===== config.mk =====
export PLATFORM = sky130hd
export DESIGN_NAME = mux_tree_ccff_bank_flat
export DESIGN_NICKNAME = d
export VERILOG_FILES = /design/src/rtl/mux_tree_ccff_bank_pkg.sv /design/src/rtl/mux_tree_ccff_bank_if.sv /design/src/rtl/mux_tree_param_core.sv /design/src/rtl/mux_tree_ccff_bank.sv /design/src/flat_wrapper.sv
export SDC_FILE = /design/constraint.sdc
export NUM_CORES = 1
export LEC_CHECK = 0
export ABC_AREA = 1
export ABC_CLOCK_PERIOD_IN_PS = 1500
export CAP_MARGIN = 10
export CORE_MARGIN = 3
export CORE_UTILIZATION = 45
export DETAILED_ROUTE_END_ITERATION = 16
export GPL_TIMING_DRIVEN = 0
export HOLD_SLACK_MARGIN = 0.05
export PLACE_DENSITY_LB_ADDON = 0.25
export SLEW_MARGIN = 10
export SYNTH_ARGS = -nofsm -noshare
export SYNTH_HDL_FRONTEND = slang
export SYNTH_SLANG_ARGS = --single-unit

===== constraint.sdc =====
create_clock -name prog_clk -period 1.5 [get_ports prog_clk]
set_clock_uncertainty 0.15 [all_clocks]
set_input_delay 0.225 -clock prog_clk [delete_from_list [all_inputs] [get_ports prog_clk]]
set_output_delay 0.225 -clock prog_clk [all_outputs]
set_load 0.02 [all_outputs]

===== src/rtl/mux_tree_ccff_bank_pkg.sv =====
// rtl/mux_tree_ccff_bank_pkg.sv - shared constants and width helper for the routing mux bank
// Contents:
//   MUX_SEL_LOWER  sel-bit polarity: a 1 at tree level k picks the lower-indexed branch
//   clog2()        ceiling log2, used to size sel fields, the chain and the shift counter
package mux_tree_ccff_bank_pkg;

    localparam logic MUX_SEL_LOWER = 1'b1;

    function automatic int clog2(input int value);
        int result;
        int rem;
        result = 0;
        rem = value - 1;
        while (rem > 0) begin
            result = result + 1;
            rem = rem >> 1;
        end
        return result;
    endfunction

endpackage


===== src/rtl/mux_tree_ccff_bank_if.sv =====
// rtl/mux_tree_ccff_bank_if.sv - serial configuration chain interface for the routing mux bank
// Signals:
//   ccff_head     serial config data into the chain
//   cfg_shift_en  shift the chain by one bit this cycle
//   cfg_commit    one-cycle pulse copying the chain into the shadow register
//   ccff_tail     last chain bit, for cascading into the next bank
//   cfg_full      at least a full chain length shifted since reset or last commit
//   cfg_valid     shadow holds a committed configuration
// Modports: master drives the programming side, slave is the mux bank.
interface mux_tree_ccff_bank_if;

    logic ccff_head;
    logic cfg_shift_en;
    logic cfg_commit;
    logic ccff_tail;
    logic cfg_full;
    logic cfg_valid;

    modport master (
        output ccff_head,
        output cfg_shift_en,
        output cfg_commit,
        input  ccff_tail,
        input  cfg_full,
        input  cfg_valid
    );

    modport slave (
        input  ccff_head,
        input  cfg_shift_en,
        input  cfg_commit,
        output ccff_tail,
        output cfg_full,
        output cfg_valid
    );

endinterface


===== src/rtl/mux_tree_param_core.sv =====
// rtl/mux_tree_param_core.sv - combinational N:1 mux built as a tree of 2:1 stages
// Ports:
//   en   in   1           0 forces out to 0
//   sel  in   SEL_W       level-k bit chooses between branches at tree level k
//   in   in   NUM_INPUTS  data inputs
//   out  out  1           selected input, or 0 when ~sel addresses a missing leaf
module mux_tree_param_core
    import mux_tree_ccff_bank_pkg::*;
#(
    parameter int NUM_INPUTS = 4,
    parameter int SEL_W      = clog2(NUM_INPUTS)
) (
    input  logic                  en,
    input  logic [SEL_W-1:0]      sel,
    input  logic [NUM_INPUTS-1:0] in,
    output logic                  out
);

    localparam int LEAVES = 1 << SEL_W;

    // lvl[0] holds the leaves padded to a power of two with zeros, so an
    // out-of-range selection naturally resolves to 0 at the root.
    logic [SEL_W:0][LEAVES-1:0] lvl;

    always_comb begin
        lvl = '0;
        lvl[0][NUM_INPUTS-1:0] = in;
        for (int k = 0; k < SEL_W; k++) begin
            for (int j = 0; j < (LEAVES >> (k + 1)); j++) begin
                lvl[k+1][j] = (sel[k] == MUX_SEL_LOWER) ? lvl[k][2*j] : lvl[k][2*j+1];
            end
        end
    end

    assign out = en & lvl[SEL_W][0];

endmodule


===== src/rtl/mux_tree_ccff_bank.sv =====
// rtl/mux_tree_ccff_bank.sv - bank of N:1 routing muxes programmed through a shadowed serial chain
// Ports:
//   prog_clk  in   1                        single clock for chain, shadow, counter and out flops
//   pReset    in   1                        asynchronous active-high reset
//   cfg       slave of mux_tree_ccff_bank_if  serial chain, shift/commit controls, status
//   in        in   NUM_CHANNELS*NUM_INPUTS  channel c at in[c*NUM_INPUTS +: NUM_INPUTS]
//   out       out  NUM_CHANNELS             out[c] = selected input of channel c
module mux_tree_ccff_bank
    import mux_tree_ccff_bank_pkg::*;
#(
    parameter int NUM_INPUTS   = 4,
    parameter int NUM_CHANNELS = 2,
    parameter int REG_OUT      = 0
) (
    input  logic                               prog_clk,
    input  logic                               pReset,
    mux_tree_ccff_bank_if.slave                cfg,
    input  logic [NUM_CHANNELS*NUM_INPUTS-1:0] in,
    output logic [NUM_CHANNELS-1:0]            out
);

    localparam int SEL_W     = clog2(NUM_INPUTS);
    localparam int CHAIN_LEN = NUM_CHANNELS * SEL_W;
    localparam int CNT_W     = clog2(CHAIN_LEN + 1);

    logic [CHAIN_LEN-1:0]    chain;
    logic [CHAIN_LEN-1:0]    chain_next;
    logic [CHAIN_LEN-1:0]    shadow;
    logic [CNT_W-1:0]        count;
    logic                    valid;
    logic [NUM_CHANNELS-1:0] mux_out;

    // Written as shift-then-patch so a one-bit chain needs no special case.
    always_comb begin
        chain_next = chain << 1;
        chain_next[0] = cfg.ccff_head;
    end

    always_ff @(posedge prog_clk or posedge pReset) begin
        if (pReset) begin
            chain  <= '0;
            shadow <= '0;
            count  <= '0;
            valid  <= 1'b0;
        end else begin
            if (cfg.cfg_shift_en) begin
                chain <= chain_next;
            end
            // Commit samples the pre-edge chain; a coincident shift is counted
            // as the first bit of the next configuration.
            if (cfg.cfg_commit) begin
                shadow <= chain;
                valid  <= 1'b1;
                count  <= cfg.cfg_shift_en ? CNT_W'(1) : '0;
            end else if (cfg.cfg_shift_en && (count != CNT_W'(CHAIN_LEN))) begin
                count <= count + CNT_W'(1);
            end
        end
    end

    assign cfg.ccff_tail = chain[CHAIN_LEN-1];
    assign cfg.cfg_full  = (count == CNT_W'(CHAIN_LEN));
    assign cfg.cfg_valid = valid;

    for (genvar c = 0; c < NUM_CHANNELS; c++) begin : g_chan
        mux_tree_param_core #(
            .NUM_INPUTS (NUM_INPUTS),
            .SEL_W      (SEL_W)
        ) u_core (
            .en  (valid),
            .sel (shadow[c*SEL_W +: SEL_W]),
            .in  (in[c*NUM_INPUTS +: NUM_INPUTS]),
            .out (mux_out[c])
        );
    end

    if (REG_OUT != 0) begin : g_reg_out
        logic [NUM_CHANNELS-1:0] out_q;
        always_ff @(posedge prog_clk or posedge pReset) begin
            if (pReset) begin
                out_q <= '0;
            end else begin
                out_q <= mux_out;
            end
        end
        assign out = out_q;
    end else begin : g_comb_out
        assign out = mux_out;
    end

endmodule

===== src/flat_wrapper.sv =====
// flat-port wrapper written by rule: the top's interface ports become plain ports
module mux_tree_ccff_bank_flat import mux_tree_ccff_bank_pkg::*;
#(
    parameter int NUM_INPUTS   = 4,
    parameter int NUM_CHANNELS = 2,
    parameter int REG_OUT      = 0
)
  (prog_clk, pReset, in, out, cfg_ccff_head, cfg_cfg_shift_en, cfg_cfg_commit, cfg_ccff_tail, cfg_cfg_full, cfg_cfg_valid);
  mux_tree_ccff_bank_if cfg_i ();
  input  logic prog_clk;
  input  logic pReset;
  input  logic [NUM_CHANNELS*NUM_INPUTS-1:0] in;
  output logic [NUM_CHANNELS-1:0] out;
  input wire logic [$bits(cfg_i.ccff_head)-1:0] cfg_ccff_head;
  input wire logic [$bits(cfg_i.cfg_shift_en)-1:0] cfg_cfg_shift_en;
  input wire logic [$bits(cfg_i.cfg_commit)-1:0] cfg_cfg_commit;
  output wire logic [$bits(cfg_i.ccff_tail)-1:0] cfg_ccff_tail;
  output wire logic [$bits(cfg_i.cfg_full)-1:0] cfg_cfg_full;
  output wire logic [$bits(cfg_i.cfg_valid)-1:0] cfg_cfg_valid;
  assign cfg_i.ccff_head = cfg_ccff_head;
  assign cfg_i.cfg_shift_en = cfg_cfg_shift_en;
  assign cfg_i.cfg_commit = cfg_cfg_commit;
  assign cfg_ccff_tail = cfg_i.ccff_tail;
  assign cfg_cfg_full = cfg_i.cfg_full;
  assign cfg_cfg_valid = cfg_i.cfg_valid;
  mux_tree_ccff_bank #(.NUM_INPUTS(NUM_INPUTS), .NUM_CHANNELS(NUM_CHANNELS), .REG_OUT(REG_OUT)) u_core (.prog_clk(prog_clk), .pReset(pReset), .cfg(cfg_i), .in(in), .out(out));
endmodule

==> flow_summary.json, run 1 <==
{
  "post-route-util": 0.701,
  "worst_setup_path_start_kind": "input pin",
  "cp-end-kind": "output pin",
  "finalSetupViolations": 2,
  "timing_hold_violations_final": 0,
  "layout-drive-gt1-share": 0.343,
  "yosys.area.top_type": "dfrtp_1",
  "crit_required_ns": 1.12,
  "finalNetCount": 124,
  "cap_violations": 0,
  "holdPathStages": 2,
  "holdWs_ns": 0.0559,
  "vias": 596,
  "place_hpwl_um": 916,
  "ioPinCount": 18,
  "antennaDiodeCount": 0,
  "syn_avg_cell_area_sq_um": 7.82,
  "clock_sinks": 12,
  "routedWlPerCell_um": 10.9,
  "violations": "negative setup slack",
  "yosys-top-cells-area": "dfrtp_1 (45%), nand2_1 (15%), inv_1 (9.0%), o21ai_1 (4.5%), ha_1 (3.8%)",
  "grt_max_degree": 13,
  "gp_congestion": 0.805,
  "ys_seq_area_frac": 0.452,
  "viasPerCell": 4.85,
  "wl_mm": 1.35,
  "worstSetupPathType": "in2out",
  "netlist_area_sq_um": 664,
  "numPortBuffers": 15,
  "worstPathMaxFanout": 1,
  "clk_pin_slew_ns": 0.08,
  "synth-seq-cells": 12,
  "post-place-ws_ns": -0.595,
  "route.detailed.drc": 0,
  "worst_slack_ns": -0.0344,
  "status": "finished with violations",
  "rsz0062_at_grt": "true",
  "worstMarginPinSlew_ns": 0.420,
  "drt_pass1_iterations": 5,
  "min_path_type": "in2reg",
  "synthesis.nets": 100,
  "slew_headroom": 0.720,
  "fmax_mhz": 652,
  "cts-root-buf": "clkbuf_4",
  "overflow": 0,
  "grt_pass1_vias": 522,
  "yosysUniqueCellTypes": 17,
  "antenna_found_initial": 0,
  "die_x_um": 44.4,
  "synth_top_area_share": 0.452,
  "ir_drop_mv": 0.724,
  "clock_path_buffers": 2,
  "die_h_um": 44.4,
  "ff2ff_setup_slack_ns": 0.21,
  "crit_arrival_ns": 1.16,
  "grt_pass1_wl_mm": 2.17,
  "ant_nets": 0,
  "period_share": 1.02,
  "grt_usage": 0.159,
  "power.density_nw_per_um2": 970,
  "cts_tree": "yes",
  "initial_utilization": 0.492,
  "final_max_slew_viol_count": 0,
  "reg2reg_depth": 8,
  "insertion_delay_ns": 0.27,
  "core_sq_um": 1350,
  "die_area_sq_um": 1970,
  "cts_buffers": 3,
  "num_rows": 13,
  "yosys_warnings": 0,
  "min_period_ns": 1.53,
  "p_leak_nw": 0.509,
  "areaGrowthSynthToFinish_pct": 42.4,
  "netlist_instances": 85,
  "dr.first_iter.drc_count": 11,
  "cts-htree-levels": 1
}
## per-stage QoR
stage / power (W) / std cells / instance area, sq um / TNS [ns]
after floorplan: 0.000539 / 85 / 664 / 0
after global placement: 0.000614 / 115 / 833 / -1.30
after detailed placement: 0.000622 / 115 / 833 / -1.36
after CTS: 0.000890 / 122 / 908 / -0.115
after global routing: 0.000971 / 123 / 946 / -0.172
final: 0.000918 / 123 / 946 / -0.0640
## cell usage in the layout, fill, tap and decap left out, types with 3 or more instances in the layout
cell,instances
inv_2,8
nand2_1,23
clkbuf_4,3
inv_1,12
nand3_2,3
buf_4,6
dfrtp_1,12
nand2_2,4
o21ai_1,6
clkdlybuf4s50_1,10
buf_6,4
## kinds of logic after synthesis
kind of cell,Yosys count,share of synthesized area
buf+inv,25,0.173
flops,12,0.452
xor+xnor,1,0.0132
simple gates,35,0.237
fa+ha+maj,2,0.0377
compound gates,10,0.0866
## state kept, by name, indices dropped and copies added, names as in the netlist
signal / count
u_core.count: 3
u_core.cfg.cfg_valid: 1
u_core.chain: 4
u_core.shadow: 4
## routing by layer
metal / wire [um] / global-route usage
met1: 610 / 0.179
met2: 606 / 0.270
met3: 81 / 0.0407
met4: 46 / 0.0904
met5: 0 / 0
## path summary, 6_finish.rpt
path	start	endpoint
max in group asynchronous	pReset	u_core.chain[1]$_DFFE_PP0P_
worst max register to register	u_core.count[0]$_DFFE_PP0P_	u_core.count[2]$_DFFE_PP0P_
worst min-delay path	cfg_cfg_commit	u_core.shadow[2]$_DFFE_PP0P_
worst max-delay path	in[7]	out[1]
worst min register to register	u_core.chain[1]$_DFFE_PP0P_	u_core.shadow[1]$_DFFE_PP0P_
min in group asynchronous	pReset	u_core.shadow[3]$_DFFE_PP0P_
## critical path, cell delays in order
cell,delay (ns)
clkdlybuf4s50_1,0.46
inv_1,0.05
nand2_2,0.05
nand3_2,0.09
a21oi_2,0.16
buf_6,0.13
## cells in the mapped netlist
cell type	n
buf_6	1
a21oi_1	2
o21a_2	1
buf_4	3
inv_2	4
nand2_4	2
dfrtp_1	12
ha_1	2
xor2_1	1
inv_1	16
nand2_1	26
nand3_1	5
nand2_2	1
inv_4	1
o21ai_2	1
nand4_1	1
o21ai_1	6
## final cells by class
| class | count | area [sq um] |
|---|---|---|
| Buffer | 2 | 18.8 |
| Clock buffer | 4 | 36.3 |
| Sequential cell | 12 | 300 |
| Multi-Input combinational cell | 48 | 292 |
| Tap cell | 15 | 18.8 |
| Timing Repair Buffer | 21 | 199 |
| Fill cell | 107 | 404 |
| Inverter | 21 | 81.3 |
## where the power goes
part           internal (W)  switching, W
Combinational      0.000138      0.000136
Clock              0.000147      0.000107
Sequential         0.000360     0.0000293
## repair_timing
| item | 4_1_cts | 5_1_grt |
|---|---|---|
| hold buffers | 1 | 0 |
| pin swaps | 5 | 5 |
| setup buffers | 3 | 2 |
| resized for setup | 24 | 10 |
| endpoints found under the hold margin | 1 | 0 |
| endpoints found under the setup margin | 5 | 3 |
(Power assumes the default switching activity.)
==> inputs of run 2 (changes only) <==
--- a/config.mk
+++ b/config.mk
@@ -14,6 +14,7 @@
 export GPL_TIMING_DRIVEN = 0
 export HOLD_SLACK_MARGIN = 0.05
 export PLACE_DENSITY_LB_ADDON = 0.25
+export SKIP_CTS_REPAIR_TIMING = 1
 export SLEW_MARGIN = 10
 export SYNTH_ARGS = -nofsm -noshare
 export SYNTH_HDL_FRONTEND = slang
==> flow_summary.json, run 2 (synthesized netlist as in run 1, its figures left out) <==
{
  "status": "finished with violations",
  "violations": "negative setup slack",
  "grt_max_degree": 13,
  "num_rows": 13,
  "placed_area_sq_um": 833,
  "final_cell_mix": "nand2_1 (25), inv_1 (12), dfrtp_1 (12)",
  "slew_headroom": 0.715,
  "pwr-share-comb": 0.294,
  "route.detailed.drc": 0,
  "period_share": 1.05,
  "multi_input_area_sq_um": 292,
  "reg2reg_depth": 5,
  "gp_congestion": 0.805,
  "wl_mm": 1.30,
  "cts-htree-levels": 1,
  "cts_tree": "yes",
  "ff2ff_setup_slack_ns": 0.21,
  "layout-drive-gt1-share": 0.318,
  "cp_num_buf_inv": 4,
  "dr.first_iter.drc_count": 6,
  "ff_latch_area_sq_um": 300,
  "top_regs": "u_core.chain x4, u_core.shadow x4, u_core.count x3",
  "rsz0062_at_grt": "true",
  "switching_share": 0.294,
  "crit_required_ns": 1.12,
  "critPathCapture": "out[1]",
  "ioPinCount": 18,
  "holdWs_ns": 0.0562,
  "post-place-cells": 115,
  "drt_pass1_iterations": 4,
  "clk_pin_slew_ns": 0.08,
  "finalNetCount": 123,
  "cpPeakStageDelay_ns": 0.45,
  "cts_buffers": 3,
  "finalSetupViolations": 2,
  "rr_endpoint": "u_core.count[2]$_DFFE_PP0P_",
  "antenna_found_initial": 0,
  "grt_util_met2": 0.230,
  "crit_slowest_cell": "clkdlybuf4s50_1",
  "initial_utilization": 0.492,
  "reg2reg_from": "u_core.count[0]$_DFFE_PP0P_",
  "worst_slack_ns": -0.0803,
  "p_leak_nw": 0.525,
  "clock_sinks": 12,
  "overflow": 0,
  "core_sq_um": 1350,
  "worst_setup_path_start_kind": "input pin",
  "intPower_w": 0.000647,
  "power_switching_w": 0.000270,
  "busiest_layer": "met2",
  "final_max_slew_viol_count": 0,
  "clkPwrFrac": 0.277,
  "grt_pass1_wl_mm": 1.96,
  "power.density_nw_per_um2": 970,
  "cap_violations": 0,
  "crit_family": "buffers and inverters",
  "routedWlPerCell_um": 10.7,
  "layoutNonFillerInstCount": 122,
  "die_x_um": 44.4,
  "min_path_type": "in2reg",
  "ant_nets": 0,
  "p_seq_frac": 0.429,
  "min_period_ns": 1.58,
  "cts-root-buf": "clkbuf_4",
  "viasPerCell": 4.65,
  "die_area_sq_um": 1970,
  "insertion_delay_ns": 0.27,
  "timing_hold_violations_final": 0,
  "place_hpwl_um": 916,
  "areaGrowthSynthToFinish_pct": 42.4,
  "n_fill_cell": 103,
  "ir_drop_mv": 0.726,
  "crit_arrival_ns": 1.21,
  "final_common_cell": "nand2_1",
  "fmax_mhz": 633,
  "crit_chain": "clkdlybuf4s50_1 > inv_1 > nand2_1 > nand3_2 > a21oi_2 > buf_4 > buf_6",
  "use_met3": 0.0407,
  "clock_path_buffers": 2,
  "worstMarginPinSlew_ns": 0.428,
  "grt_pass1_vias": 489,
  "vias": 567,
  "grt_usage": 0.144,
  "crit_start": "in[4]",
  "worstSetupPathType": "in2out",
  "die_h_um": 44.4,
  "antennaDiodeCount": 0,
  "path_depth": 7,
  "worstPathMaxFanout": 1,
  "cp-end-kind": "output pin",
  "grt.met1_usage": 0.169,
  "fin_area_sq_um": 946,
  "numPortBuffers": 15
}
[run 2: cell types whose count changed in the layout (fill, tap and decap cells not counted), sizes merged]
cell	before	now
buf	10	9
dlymetal6s2s	0	2
dlygate4sd2	2	0
[run 2: worst min path at each step]
stage	start	endpoint	cells past startpoint
2_1_floorplan	pReset	u_core.cfg.cfg_valid$_DFFE_PP0P_	1
3_3_place_gp	cfg_cfg_shift_en	u_core.chain[1]$_DFFE_PP0P_	2
3_5_place_dp	cfg_cfg_shift_en	u_core.chain[1]$_DFFE_PP0P_	2
4_1_cts	cfg_cfg_shift_en	u_core.chain[1]$_DFFE_PP0P_	2
5_1_grt	cfg_cfg_commit	u_core.shadow[2]$_DFFE_PP0P_	2
6_report	cfg_cfg_commit	u_core.shadow[2]$_DFFE_PP0P_	2
[run 2: area by class of cell]
type / instances / area share
sequential: 12 / 0.317
multi-input combinational: 48 / 0.308
timing repair buffer: 19 / 0.202
inverter: 21 / 0.0860
clock buffer: 4 / 0.0384
buffer: 3 / 0.0278
tap: 15 / 0.0198
[run 2: power by group through the flow]
stage                     clock network (W)  registers (W)  logic, W
after detailed placement                  0       0.000395  0.000227
after global placement                    0       0.000392  0.000221
after floorplan                           0       0.000393  0.000146
after global routing               0.000273       0.000398  0.000300
final                              0.000254       0.000394  0.000269
after CTS                          0.000254       0.000389  0.000229
[run 2: per-stage QoR]
stage,util,setup WS [ns],setup TNS (ns),power [W]
4_1_cts,0.644,-0.597,-1.91,0.000872
3_3_place_gp,0.617,-0.552,-1.30,0.000614
3_5_place_dp,0.617,-0.595,-1.36,0.000622
5_1_grt,0.701,-0.151,-0.291,0.000971
2_1_floorplan,-,0.307,0,0.000539
6_report,0.701,-0.0803,-0.102,0.000917
[run 2: worst register-to-register path, cell delays in order (launching register included)]
cell and delay, ns:
dfrtp_1 0.43, buf_4 0.15, ha_1 0.20, xor2_1 0.14
nand3_1 0.07, nand2_1 0.05
[run 2: metal layers]
metal	vias to the layer above	part of all wire
met4	0	0.019
met2	19	0.46
li1	296	-
met1	248	0.45
met3	4	0.064
met5	-	0
